## config.mk

```make
export PLATFORM = sky130hd
export DESIGN_NAME = pipe_stall_ctrl_flat
export DESIGN_NICKNAME = d
export VERILOG_FILES = /design/src/rtl/pipe_stall_ctrl_if.sv /design/src/rtl/pipe_stall_ctrl.sv /design/src/flat_wrapper.sv
export SDC_FILE = /design/constraint.sdc
export NUM_CORES = 1
export LEC_CHECK = 0
export CORE_MARGIN = 1.5
export CORE_UTILIZATION = 35
export DETAILED_ROUTE_END_ITERATION = 10
export PLACE_DENSITY = 0.74
export SLEW_MARGIN = 10
export SYNTH_ARGS = -nofsm -noshare
export SYNTH_HDL_FRONTEND = slang
export SYNTH_SLANG_ARGS = --single-unit
export TNS_END_PERCENT = 50
```

## constraint.sdc

```tcl
create_clock -name clk -period 3.6 [get_ports clk]
set_clock_uncertainty 0.15 [all_clocks]
set_input_delay 0.9 -clock clk [delete_from_list [all_inputs] [get_ports clk]]
set_output_delay 0.9 -clock clk [all_outputs]
set_load 0.01 [all_outputs]
```

## src/rtl/pipe_stall_ctrl_if.sv

```systemverilog
// Hazard/flow-control bundle between pipeline decode/execute logic and pipe_stall_ctrl.
// master drives the stage-side hazard inputs; slave (the controller) returns stall/flush/req.
interface pipe_stall_ctrl_if;
  logic [4:0]  D_rs_addr;
  logic [4:0]  D_rt_addr;
  logic [1:0]  D_rs_tuse;
  logic [1:0]  D_rt_tuse;
  logic [4:0]  E_wa;
  logic [1:0]  E_tnew;
  logic [4:0]  M_wa;
  logic [1:0]  M_tnew;
  logic        D_mdu_use;
  logic        E_mdu_start;
  logic        E_mdu_op;
  logic        D_eret;
  logic        E_mtc0_epc;
  logic        M_mtc0_epc;
  logic        int_req;
  logic        stall;
  logic        E_flush;
  logic        req;
  logic        mdu_busy;
  logic        mdu_done;
  logic [31:0] stall_cnt;

  modport master (
    output D_rs_addr, D_rt_addr, D_rs_tuse, D_rt_tuse, E_wa, E_tnew, M_wa, M_tnew,
           D_mdu_use, E_mdu_start, E_mdu_op, D_eret, E_mtc0_epc, M_mtc0_epc, int_req,
    input  stall, E_flush, req, mdu_busy, mdu_done, stall_cnt
  );

  modport slave (
    input  D_rs_addr, D_rt_addr, D_rs_tuse, D_rt_tuse, E_wa, E_tnew, M_wa, M_tnew,
           D_mdu_use, E_mdu_start, E_mdu_op, D_eret, E_mtc0_epc, M_mtc0_epc, int_req,
    output stall, E_flush, req, mdu_busy, mdu_done, stall_cnt
  );
endinterface

```

## src/rtl/pipe_stall_ctrl.sv

```systemverilog
// Pipeline hazard controller: stall/E_flush/req are combinational (zero latency), MDU busy
// window and stall counter are registered. Exception req overrides stall; no backpressure input.
module pipe_stall_ctrl #(
  parameter int MULT_CYCLES = 5,
  parameter int DIV_CYCLES  = 10,
  parameter int CNT_W       = 4
) (
  input logic clk,
  input logic reset,
  pipe_stall_ctrl_if.slave bus
);

  typedef enum logic {IDLE = 1'b0, BUSY = 1'b1} state_t;

  state_t             state_q, state_d;
  logic [CNT_W-1:0]   cnt_q, cnt_d;
  logic [31:0]        stall_cnt_q;

  logic rs_stall, rt_stall, mdu_stall, eret_stall;
  logic req_w, stall_w;

  always_comb begin
    rs_stall   = (bus.D_rs_addr != 5'd0) &&
                 ((bus.D_rs_addr == bus.E_wa && bus.E_tnew > bus.D_rs_tuse) ||
                  (bus.D_rs_addr == bus.M_wa && bus.M_tnew > bus.D_rs_tuse));
    rt_stall   = (bus.D_rt_addr != 5'd0) &&
                 ((bus.D_rt_addr == bus.E_wa && bus.E_tnew > bus.D_rt_tuse) ||
                  (bus.D_rt_addr == bus.M_wa && bus.M_tnew > bus.D_rt_tuse));
    mdu_stall  = bus.D_mdu_use && (bus.E_mdu_start || state_q == BUSY);
    eret_stall = bus.D_eret && (bus.E_mtc0_epc || bus.M_mtc0_epc);
    // Everything is forced quiet while reset is held low.
    req_w      = reset && bus.int_req;
    stall_w    = reset && (rs_stall || rt_stall || mdu_stall || eret_stall) && !req_w;
  end

  always_ff @(posedge clk) begin
    if (!reset) begin
      state_q     <= IDLE;
      cnt_q       <= '0;
      stall_cnt_q <= '0;
    end else begin
      state_q <= state_d;
      cnt_q   <= cnt_d;
      if (stall_w) stall_cnt_q <= stall_cnt_q + 32'd1;
    end
  end

  // A start coinciding with an exception is dropped; once BUSY, the operation always completes.
  always_comb begin
    state_d = state_q;
    cnt_d   = cnt_q;
    case (state_q)
      IDLE: begin
        if (bus.E_mdu_start && !req_w) begin
          state_d = BUSY;
          cnt_d   = bus.E_mdu_op ? CNT_W'(DIV_CYCLES) : CNT_W'(MULT_CYCLES);
        end
      end
      BUSY: begin
        if (cnt_q == CNT_W'(1)) begin
          state_d = IDLE;
          cnt_d   = '0;
        end else begin
          cnt_d = cnt_q - CNT_W'(1);
        end
      end
      default: begin
        state_d = IDLE;
        cnt_d   = '0;
      end
    endcase
  end

  always_comb begin
    bus.stall     = stall_w;
    bus.E_flush   = stall_w;
    bus.req       = req_w;
    bus.mdu_busy  = (state_q == BUSY);
    bus.mdu_done  = (state_q == BUSY) && (cnt_q == CNT_W'(1));
    bus.stall_cnt = stall_cnt_q;
  end

endmodule
```

## src/flat_wrapper.sv

```systemverilog
// flat-port wrapper written by rule: the top's interface ports become plain ports
module pipe_stall_ctrl_flat 
#(
  parameter int MULT_CYCLES = 5,
  parameter int DIV_CYCLES  = 10,
  parameter int CNT_W       = 4
)
  (clk, reset, bus_D_rs_addr, bus_D_rt_addr, bus_D_rs_tuse, bus_D_rt_tuse, bus_E_wa, bus_E_tnew, bus_M_wa, bus_M_tnew, bus_D_mdu_use, bus_E_mdu_start, bus_E_mdu_op, bus_D_eret, bus_E_mtc0_epc, bus_M_mtc0_epc, bus_int_req, bus_stall, bus_E_flush, bus_req, bus_mdu_busy, bus_mdu_done, bus_stall_cnt);
  pipe_stall_ctrl_if bus_i ();
  input logic clk;
  input logic reset;
  input wire logic [$bits(bus_i.D_rs_addr)-1:0] bus_D_rs_addr;
  input wire logic [$bits(bus_i.D_rt_addr)-1:0] bus_D_rt_addr;
  input wire logic [$bits(bus_i.D_rs_tuse)-1:0] bus_D_rs_tuse;
  input wire logic [$bits(bus_i.D_rt_tuse)-1:0] bus_D_rt_tuse;
  input wire logic [$bits(bus_i.E_wa)-1:0] bus_E_wa;
  input wire logic [$bits(bus_i.E_tnew)-1:0] bus_E_tnew;
  input wire logic [$bits(bus_i.M_wa)-1:0] bus_M_wa;
  input wire logic [$bits(bus_i.M_tnew)-1:0] bus_M_tnew;
  input wire logic [$bits(bus_i.D_mdu_use)-1:0] bus_D_mdu_use;
  input wire logic [$bits(bus_i.E_mdu_start)-1:0] bus_E_mdu_start;
  input wire logic [$bits(bus_i.E_mdu_op)-1:0] bus_E_mdu_op;
  input wire logic [$bits(bus_i.D_eret)-1:0] bus_D_eret;
  input wire logic [$bits(bus_i.E_mtc0_epc)-1:0] bus_E_mtc0_epc;
  input wire logic [$bits(bus_i.M_mtc0_epc)-1:0] bus_M_mtc0_epc;
  input wire logic [$bits(bus_i.int_req)-1:0] bus_int_req;
  output wire logic [$bits(bus_i.stall)-1:0] bus_stall;
  output wire logic [$bits(bus_i.E_flush)-1:0] bus_E_flush;
  output wire logic [$bits(bus_i.req)-1:0] bus_req;
  output wire logic [$bits(bus_i.mdu_busy)-1:0] bus_mdu_busy;
  output wire logic [$bits(bus_i.mdu_done)-1:0] bus_mdu_done;
  output wire logic [$bits(bus_i.stall_cnt)-1:0] bus_stall_cnt;
  assign bus_i.D_rs_addr = bus_D_rs_addr;
  assign bus_i.D_rt_addr = bus_D_rt_addr;
  assign bus_i.D_rs_tuse = bus_D_rs_tuse;
  assign bus_i.D_rt_tuse = bus_D_rt_tuse;
  assign bus_i.E_wa = bus_E_wa;
  assign bus_i.E_tnew = bus_E_tnew;
  assign bus_i.M_wa = bus_M_wa;
  assign bus_i.M_tnew = bus_M_tnew;
  assign bus_i.D_mdu_use = bus_D_mdu_use;
  assign bus_i.E_mdu_start = bus_E_mdu_start;
  assign bus_i.E_mdu_op = bus_E_mdu_op;
  assign bus_i.D_eret = bus_D_eret;
  assign bus_i.E_mtc0_epc = bus_E_mtc0_epc;
  assign bus_i.M_mtc0_epc = bus_M_mtc0_epc;
  assign bus_i.int_req = bus_int_req;
  assign bus_stall = bus_i.stall;
  assign bus_E_flush = bus_i.E_flush;
  assign bus_req = bus_i.req;
  assign bus_mdu_busy = bus_i.mdu_busy;
  assign bus_mdu_done = bus_i.mdu_done;
  assign bus_stall_cnt = bus_i.stall_cnt;
  pipe_stall_ctrl #(.MULT_CYCLES(MULT_CYCLES), .DIV_CYCLES(DIV_CYCLES), .CNT_W(CNT_W)) u_core (.clk(clk), .reset(reset), .bus(bus_i));
endmodule
```

==> Word level (Yosys, flattened, before mapping) <==
Index checks and enable logic that the tools add are counted.
{ "word_totals": {"wordCells": 46, "inputBits": 37, "reg_bits": 37} }
{ "classes": {"eq_ne": 6, "bitwise_logic": 1, "n_reduce_logical": 23, "muxes": 7, "n_addsub": 2, "magnitude_cmp": 4} }
{ "ops": {"columns": ["op", "count"], "rows": [
  ["adder 32 x 1 -> 32 bit, second input constant", 1],
  ["equality test 5 bit", 4],
  ["logical AND 1 bit", 13],
  ["2-to-1 mux 4 bit", 3],
  ["nonzero test 5 bit", 2],
  ["> comparator 2 bit", 4],
  ["case mux 4 bit (2 select lines)", 1],
  ["logical OR 1 bit", 7],
  ["equality test 4 x 1 -> 1 bit, second input constant", 1],
  ["subtractor 4 x 1 -> 4 bit, second input constant", 1],
  ["2-to-1 mux 1 bit", 2],
  ["inequality test 2 x 1 -> 1 bit, second input constant", 1],
  ["case mux 1 bit (2 select lines)", 1],
  ["logical NOT 1 bit", 1],
  ["inverter 1 bit", 1]
]} }

==> Depth between registers and ports, before layout <==
{ "logic_depth": {"word_depth": 9, "ltp_mapped": 12, "depth_no_buf": 9} }

==> Least setup slack after synthesis <==
No wires, ideal clock.
{ "synth_timing": {"path_kind": "input port to output port", "start": "input port bus_D_rt_tuse[1]", "end": "output port bus_stall", "setup_slack_ns": -0.333, "cell_stages": 12, "required_ns": 2.550, "arrival_time_ns": 2.883, "cell_sequence": "inv_1 > ha_1 > nor2b_1 > o21ai_0 > a2111oi_0 > o21ai_1 > and3_1 > buf_2 > buf_2 > buf_1 > nor2_1 > buf_4"} }
{ "synth_between": {"elab_chain_len": 9} }
{ "synth_lines": {"columns": ["item", "line_no", "source"], "rows": [
  ["start, declared", "flat_wrapper.sv:15", "input wire logic [$bits(bus_i.D_rt_tuse)-1:0] bus_D_rt_tuse;"],
  ["> comparator 2 bit (on tied branches)", "pipe_stall_ctrl.sv:27, pipe_stall_ctrl.sv:28", null],
  ["logical AND 1 bit (on tied branches)", "pipe_stall_ctrl.sv:27, pipe_stall_ctrl.sv:28", null],
  ["logical OR 1 bit *", "pipe_stall_ctrl.sv:27", "((bus.D_rt_addr == bus.E_wa && bus.E_tnew > bus.D_rt_tuse) ||"],
  ["logical AND 1 bit *", "pipe_stall_ctrl.sv:26", "rt_stall = (bus.D_rt_addr != 5'd0) &&"],
  ["logical OR 1 bit * (3 in series)", "pipe_stall_ctrl.sv:33", "stall_w = reset && (rs_stall || rt_stall || mdu_stall || eret_stall) && !req_w;"],
  ["logical AND 1 bit * (2 in series)", "pipe_stall_ctrl.sv:33", null],
  ["end, declared", "flat_wrapper.sv:27", "output wire logic [$bits(bus_i.stall)-1:0] bus_stall;"]
]} }
Every way passes the cells marked *; elsewhere a longest branch is shown, timed or not.

==> Worst setup path after layout <==
{ "layout_timing": {"start": "input port bus_D_rt_tuse[1]", "end": "output port bus_E_flush"} }
{ "layout_between": {"elab_chain_len": 9} }
{ "layout_lines": {"columns": ["item", "line_no", "source"], "rows": [
  ["> comparator 2 bit (on tied branches)", "pipe_stall_ctrl.sv:27, pipe_stall_ctrl.sv:28", null],
  ["logical AND 1 bit (on tied branches)", "pipe_stall_ctrl.sv:27, pipe_stall_ctrl.sv:28", null],
  ["logical OR 1 bit *", "pipe_stall_ctrl.sv:27", null],
  ["logical AND 1 bit *", "pipe_stall_ctrl.sv:26", null],
  ["logical OR 1 bit * (3 in series)", "pipe_stall_ctrl.sv:33", null],
  ["logical AND 1 bit * (2 in series)", "pipe_stall_ctrl.sv:33", null],
  ["end, declared", "flat_wrapper.sv:28", "output wire logic [$bits(bus_i.E_flush)-1:0] bus_E_flush;"]
]} }
Marked as above.

==> summary.md <==
| Metric | Value |
|---|---|
| Status | finished, violations left |
| Failing checks | design-rule violations |
| Core area | 6420 sq um |
| Area leader, netlist | dfxtp_1 |
| Main area contributors after synthesis | dfxtp_1, a21oi_1, xnor2_1 |
| DP HPWL | 4.92 mm |
| Vias in the first global route | 2380 |
| Most used DFF post-synth | dfxtp_1 |
| Worst EP arrival | 2.51 ns |
| Area post-placement | 3290 sq um |
| Die Ht | 84.9 microns |
| Worst-Skew Late Latency | 0.29 ns |
| DRT antenna net count | 0 |
| Number of diodes | 0 |
| Crit path required time | 2.55 ns |
| CP startpoint kind | input pin |
| Total Neg Setup Slack | 0 ns |
| Synthesized instance count | 291 |
| Total GRT Usage | 18.6% |
| WS Path Type | in2out |
| CTS tree | built |
| Drt first pass iters | 8 |
| Drt drc | 6 |
| Max-cap violations | 0 |
| Worst ir drop on vdd | 0.284 mV |
| Syn Nets | 339 |
| CTS buffer count | 5 |
| Crit path time final | 3.56 ns |
| Largest net degree at the start of global routing | 42 |
| Slowest stage cell, crit path | a2111oi_2 |
| Post-route cell area | 3480 sq um |
| Vias per Instance | 5.45 |
| Yosys top cell area share | 31.6% |
| Fraction of registers with async set/reset | 0% |
| Kind of end point of the critical path | primary output |
| Nets | 426 |
| Hold/Removal Path Class | reg2reg |
| Post-synthesis sequential area ratio | 31.6% |
| Worst-Margin Slew | 0.467 ns |
| Power density over cell area | 284 nW/um^2 |
| Grt ovf | 0 |
| Post-CTS Hold Fix Bufs | 0 |
| Root Driver | clkbuf_8 |
| Final max-slew violation count | 0 |
| Worst-path maximum fanout | 2 |
| Die width | 84.9 microns |
| Clock sinks | 37 |
| Max Clk Rate | 281 MHz |
| Buffers added on ports | 73 |
| RePlAce Congestion | 0.842 |
| Final setup vio count | 0 |
| Final cell count without fillers | 456 |
| Distinct cells, synth | 45 |
| Layout cells sized above 1 | 14.8% |
| Hold_ws | 0.335 ns |
| Slew headroom | 68.8% |
| Total Wirelength | 6.41 mm |
| First-pass GRT wire length | 11.0 mm |
| Post-synth EDFFs | 0 |
| Most frequent cells in the layout | clkdlybuf4s50_1, dfxtp_1, a21oi_1 |
| Antenna violations before repair | 0 |
| Largest stage delay, worst path | 0.33 ns |
| Cell Chain, Critical Path | buf_2, inv_12, ha_4, nor2b_1, o21ai_1, a2111oi_2, o21ai_2, and3_4, nor2_4, buf_6 |
| Crit share post-route | 99.0% |
| Leak Pwr | 1.28 nW |
| Row count | 29 |
| Most common cell after layout, fill and taps aside | clkdlybuf4s50_1 |
| Drt initial violations | 128 |
| Syn. warnings | 0 |
| Register bit total from synthesis | 37 |
| CTS max path bufs | 2 |
| Placed insts | 447 |
| Boundary Pins | 74 |
| Initial core utilization | 36.5% |
| Die Area | 7200 sq um |
| Post-DR wirelength/cell | 14.1 microns |
| Worst-path clk slew | 0.08 ns |
| Htree depth | 2 |
| Synth-to-layout area growth | 48.2% |
| Final hold violations | 0 |
| Vias post-DR | 2487 |
| Mean Syn Cell Area | 8.06 sq um |
| Syn Std Cell Area | 2350 sq um |
## routing by layer
metal | vias to the layer above | global-route usage (%) | share of wire, %
met5 | - | 0 | 0
met4 | 0 | 4.32 | 1.4
met3 | 10 | 4.57 | 4.5
met2 | 52 | 31.8 | 50
met1 | 1177 | 23.8 | 44
li1 | 1248 | - | -
## through the flow
stage          power [mW]  worst slack [ns]  util, %
2_1_floorplan       0.534           -0.0850        -
3_3_place_gp        0.619            -0.905     51.2
3_5_place_dp        0.625            -0.904     51.2
4_1_cts             0.990            0.0163     53.6
5_1_grt              1.03           -0.0833     54.1
6_report            0.988            0.0352     54.1
## Yosys cell counts (all sizes together) (11+ instances only)
cell / instances
nand2: 16
ha: 11
xnor2: 16
a21oi: 33
o21ai: 21
nor2: 13
inv: 15
nand3: 15
or3: 13
dfxtp: 37
## power by group
part / switching [mW] / total [mW] / internal, mW / leakage, nW
combinational: 0.0969 / 0.196 / 0.0996 / 0.926
clock: 0.160 / 0.367 / 0.207 / 0.0543
sequential: 0.00733 / 0.425 / 0.417 / 0.299
## state kept, by name (all words and copies together) (netlist names)
register and count:
u_core.bus.stall_cnt 32, u_core.cnt_q 4, u_core.bus.mdu_busy 1
## cell families after synthesis
logic type      share of synthesized area [%]
fa+ha+maj                                5.87
xor+xnor                                 8.96
buf+inv                                  6.08
mux                                     0.853
simple gates                             25.8
flops                                    31.6
compound gates                           20.9
## worst paths after layout
check / endpoint / start / slack (ns) / cells past startpoint
worst max-delay path: bus_E_flush / bus_D_rt_tuse[1] / 0.04 / 10
worst min-delay path: u_core.bus.stall_cnt[30] / u_core.bus.stall_cnt[30] / 0.33 / 2
worst max register to register: u_core.bus.stall_cnt[28] / u_core.bus.stall_cnt[3] / 0.86 / 7
worst min register to register: u_core.bus.stall_cnt[30] / u_core.bus.stall_cnt[30] / 0.33 / 2
## layout make-up
class,count,area (sq um)
fillers,584,2950
multi-input cells,222,1550
repair buffers,96,898
flip-flops and latches,37,741
well taps,77,96.3
inverters,16,72.6
clock buffers,5,68.8
clock inverters,3,46.3
## timing repair
action,CTS,global route
setup buffers,1,0
gates resized for setup,36,17
setup endpoints to repair,9,2
cloned,0,0
pin swaps,13,12
## worst max-delay path, delay by kind of cell
kind                     cells  cell delay [ns]
adder cells (fa/ha/maj)      1             0.25
buffers and inverters        3             0.32
AO/OA/AOI/OAI                3             0.56
AND/OR/NAND/NOR              3             0.48
No activity file was read; power rests on OpenSTA's default activity.
